--- src/rtl/jt49_div_bank.sv ---
// Multi-channel programmable tone divider: each channel divides the cen stream
// by its period, producing a square wave (div) and a one-cycle terminal strobe (tick).
module jt49_div_bank #(
    parameter int CH     = 3,
    parameter int W      = 12,
    parameter int SHADOW = 1
) (
    input  logic            clk,
    input  logic            rst_n,
    input  logic            cen,
    input  logic [CH*W-1:0] period,
    input  logic [CH-1:0]   en,
    input  logic [CH-1:0]   restart,
    output logic [CH-1:0]   div,
    output logic [CH-1:0]   tick
);

    for (genvar c = 0; c < CH; c++) begin : g_ch
        logic [W-1:0] count;
        logic [W-1:0] shadow;
        logic [W-1:0] per;
        logic [W-1:0] p_eff;
        logic         div_r;
        logic         tick_r;

        assign per   = period[c*W +: W];
        assign p_eff = (SHADOW != 0) ? shadow : per;
        assign div[c]  = div_r;
        assign tick[c] = tick_r;

        // Terminal test is >= so a period shrinking below the running count
        // terminates immediately rather than wrapping through 2^W.
        always_ff @(posedge clk or negedge rst_n) begin
            if (!rst_n) begin
                count  <= W'(1);
                div_r  <= 1'b0;
                tick_r <= 1'b0;
                shadow <= '0;
            end else if (restart[c]) begin
                count  <= W'(1);
                div_r  <= 1'b0;
                tick_r <= 1'b0;
                shadow <= per;
            end else if (!cen || !en[c]) begin
                tick_r <= 1'b0;
            end else if (p_eff == '0) begin
                tick_r <= 1'b0;
                shadow <= per;
            end else if (count >= p_eff) begin
                count  <= W'(1);
                div_r  <= ~div_r;
                tick_r <= 1'b1;
                if (SHADOW != 0) shadow <= per;
            end else begin
                count  <= count + W'(1);
                tick_r <= 1'b0;
            end
        end
    end

endmodule

--- config.mk ---
export PLATFORM = sky130hd
export DESIGN_NAME = jt49_div_bank
export DESIGN_NICKNAME = d
export VERILOG_FILES = /design/src/rtl/jt49_div_bank.sv
export SDC_FILE = /design/constraint.sdc
export NUM_CORES = 1
export LEC_CHECK = 0
export CAP_MARGIN = 40
export CELL_PAD_IN_SITES_DETAIL_PLACEMENT = 2
export CELL_PAD_IN_SITES_GLOBAL_PLACEMENT = 2
export CORE_MARGIN = 4
export CORE_UTILIZATION = 38
export CTS_BUF_LIST = sky130_fd_sc_hd__clkbuf_2 sky130_fd_sc_hd__clkbuf_4 sky130_fd_sc_hd__clkbuf_8
export CTS_CLUSTER_DIAMETER = 60
export CTS_CLUSTER_SIZE = 28
export DETAILED_ROUTE_END_ITERATION = 10
export PLACE_DENSITY_LB_ADDON = 0.1
export SYNTH_ARGS = -nofsm -noshare
export SYNTH_HDL_FRONTEND = slang
export SYNTH_SLANG_ARGS = --single-unit
--- constraint.sdc ---
create_clock -name clk -period 3.2 [get_ports clk]
set_input_delay 0.64 -clock clk [delete_from_list [all_inputs] [get_ports clk]]
set_output_delay 0.64 -clock clk [all_outputs]
set_load 0.05 [all_outputs]
==> results.json <==
{
  "status": "finished, final reports clean",
  "ys_async_sr_fraction": 1.00,
  "syn_avg_cell_area_sq_um": 10.4,
  "grt.total_usage": 0.186,
  "synth-simple-area-share": 0.162,
  "netSwitchingPower_mw": 0.726,
  "fillers": 1230,
  "timing.final.ws_setup_ns": 0.468,
  "hold_path_class": "input pin to async pin",
  "period_minus_slack_ns": 2.73,
  "hold_buffers": 0,
  "worst_setup_path_start_kind": "flop",
  "cts_root_buf": "clkbuf_8",
  "synth-seq-cells": 78,
  "hpwl_um": 9430,
  "synth_adder_area_share": 0.106,
  "wl_per_cell_um": 18.7,
  "cts_buffer_depth": 2,
  "clk_pin_slew_ns": 0.10,
  "fin_nets": 580,
  "worst_pin_slew_ns": 0.944,
  "ys_seq_area_frac": 0.425,
  "drive_gt1_frac": 0.126,
  "post_cts_resized": 0,
  "drtIter0Drc": 115,
  "hold_slack_ns": 0.198,
  "p_seq_frac": 0.486,
  "switching_share": 0.300,
  "grt_pass1_wl_um": 20900,
  "ys.warnings.count": 0,
  "syn_inst": 444,
  "instances_no_fill": 644,
  "pin_count": 51,
  "finalSetupViolCount": 0,
  "route.detailed.drc": 0,
  "synth_xor_xnor_area_share": 0.0590,
  "die_area_sq_um": 13900,
  "dr.pass1.iters": 4,
  "via_per_inst": 5.45,
  "netlist-cell-type-count": 47,
  "via_count": 3513,
  "max_freq_mhz": 366,
  "syn_area_sq_um": 4600,
  "irDropWorstVdd_v": 0.000318,
  "synth.area.mux_share": 0.101,
  "num_antenna_cells": 0,
  "hold_viol_final": 0,
  "grt_max_degree": 51,
  "cts_max_level": 3,
  "area_delta_synth_final_pct": 18.5,
  "finalClockSkew_ns": 0.0132,
  "post-place-ws_ns": 0.425,
  "numCtsBuffers": 9,
  "max_cap_violations": 0,
  "power_frac_comb": 0.188,
  "syn_nets": 528,
  "antenna_found_initial": 0,
  "cts_sinks": 78,
  "mostFrequentLayoutCells": "75 x dfrtp_1, 49 x clkdlybuf4s50_1, 43 x nor2_1",
  "post_cts_buffers": 0,
  "synth_edf_count": 0,
  "clkLatencyLatePin_ns": 0.37,
  "grt-ovfl-total": 0,
  "slew_violations": 0,
  "arrival_ns": 2.99,
  "portBuffers": 50,
  "fin_crit_sh": 0.854,
  "final_common_cell": "dfrtp_1",
  "routabilityCongestion": 0.759,
  "synth_top_family_by_area": "simple AND/OR/NAND/NOR gates",
  "yosys_most_used_dff": "dfrtp_1",
  "cp_data_required_time_ns": 3.46,
  "synth_compound_area_frac": 0.0925,
  "rsz0062_at_grt": "false",
  "die_h_um": 118,
  "core_area_sq_um": 11600,
  "dp_cells": 628,
  "postRouteAntennaNets": 0,
  "intPower_mw": 1.70,
  "setup.worst_path.end_class": "flop",
  "p_leak_nw": 2.48,
  "crit_type": "flop to flop",
  "critPathMaxFanout": 12,
  "pwr-share-clk": 0.326,
  "start_util": 0.396,
  "die_w_um": 118,
  "drt_wl_total_um": 12000,
  "cts_tree": "done",
  "slew_headroom": 0.365,
  "tns_ns": 0,
  "std_cell_rows": 39,
  "powerDensity_nw_per_um2": 444,
  "grt_pass1_vias": 4059
}
path summary, 6_finish.rpt:
| kind | from | end | slack (ns) | cells past startpoint |
|---|---|---|---|---|
| min | rst_n | g_ch[1].p_eff[3] | 0.20 | 1 |
| max reg2reg | g_ch[2].count[10] | g_ch[2].p_eff[0] | 0.47 | 6 |
| min in group clk | g_ch[2].p_eff[11] | g_ch[2].p_eff[11] | 0.52 | 1 |
| max | g_ch[2].count[10] | g_ch[2].p_eff[0] | 0.47 | 6 |
| min reg2reg | g_ch[2].p_eff[11] | g_ch[2].p_eff[11] | 0.52 | 1 |
| max in group asynchronous | rst_n | g_ch[2].count[0] | 2.38 | 2 |
worst max-delay path, cell delays in order, from the launching register on:
cell	delay (ns)
dfrtp_1	0.42
ha_1	0.32
and4_1	0.26
nor3b_1	0.44
a21oi_1	0.16
a21boi_2	0.62
mux2_2	0.40
stage by stage:
stage | total power [mW] | util | area (sq um)
after global placement | 1.61 | 0.449 | 5220
after floorplan | 1.45 | - | 4600
final | 2.42 | 0.469 | 5450
after CTS | 2.47 | 0.469 | 5450
after global routing | 2.58 | 0.469 | 5450
after detailed placement | 1.66 | 0.451 | 5240
routing by layer:
layer,track usage,wire (um)
met1,0.226,5370
met2,0.330,6200
met3,0.0303,263
met4,0.0696,215
met5,0,0
logic make-up (layout without fill, tap and decap cells):
logic type / after synthesis / in the layout
multiplexers: 38 / 38
XOR/XNOR: 31 / 31
adder cells (fa/ha/maj): 39 / 39
AND/OR/NAND/NOR: 146 / 146
flip-flops: 78 / 78
AO/OA/AOI/OAI: 57 / 57
buffers and inverters: 55 / 112
synth_stat cells, types with 5 or more instances:
cell type	count	area share
nor4b_1	6	0.011
nor3_1	15	0.016
nor2_1	43	0.035
mux2_2	16	0.039
dfrtp_1	75	0.41
nand3_1	10	0.011
mux2_1	10	0.024
xnor2_1	29	0.055
buf_4	9	0.015
nand2_1	29	0.024
nand4_1	11	0.015
a21o_1	5	0.0082
a31oi_1	6	0.0082
nor4_1	9	0.012
o21ai_0	11	0.012
nor3b_1	8	0.013
inv_1	40	0.033
ha_1	39	0.11
a21oi_1	16	0.017
mux2_4	10	0.033
cell type report:
class                      count  area (sq um)  share of cell area
inverter                      40           150              0.0275
sequential                    78          1960               0.359
timing repair buffer          56           563               0.103
clock inverter                 6          71.3              0.0131
multi-input combinational    311          2390               0.439
tap                          143           179              0.0328
clock buffer                  10           138              0.0252
registers in the layout, indices dropped and copies added, names as in the netlist:
register	cells
g_ch.tick_r	3
g_ch.count	36
g_ch.div_r	3
g_ch.p_eff	36
power by group through the flow:
stage                     combinational, mW  sequential, mW  clock [mW]
final                                 0.455            1.18       0.790
after CTS                             0.469            1.18       0.822
after detailed placement              0.465            1.20           0
after floorplan                       0.292            1.16           0
after global routing                  0.521            1.19       0.864
after global placement                0.423            1.19           0
(Power assumes the default switching activity.)
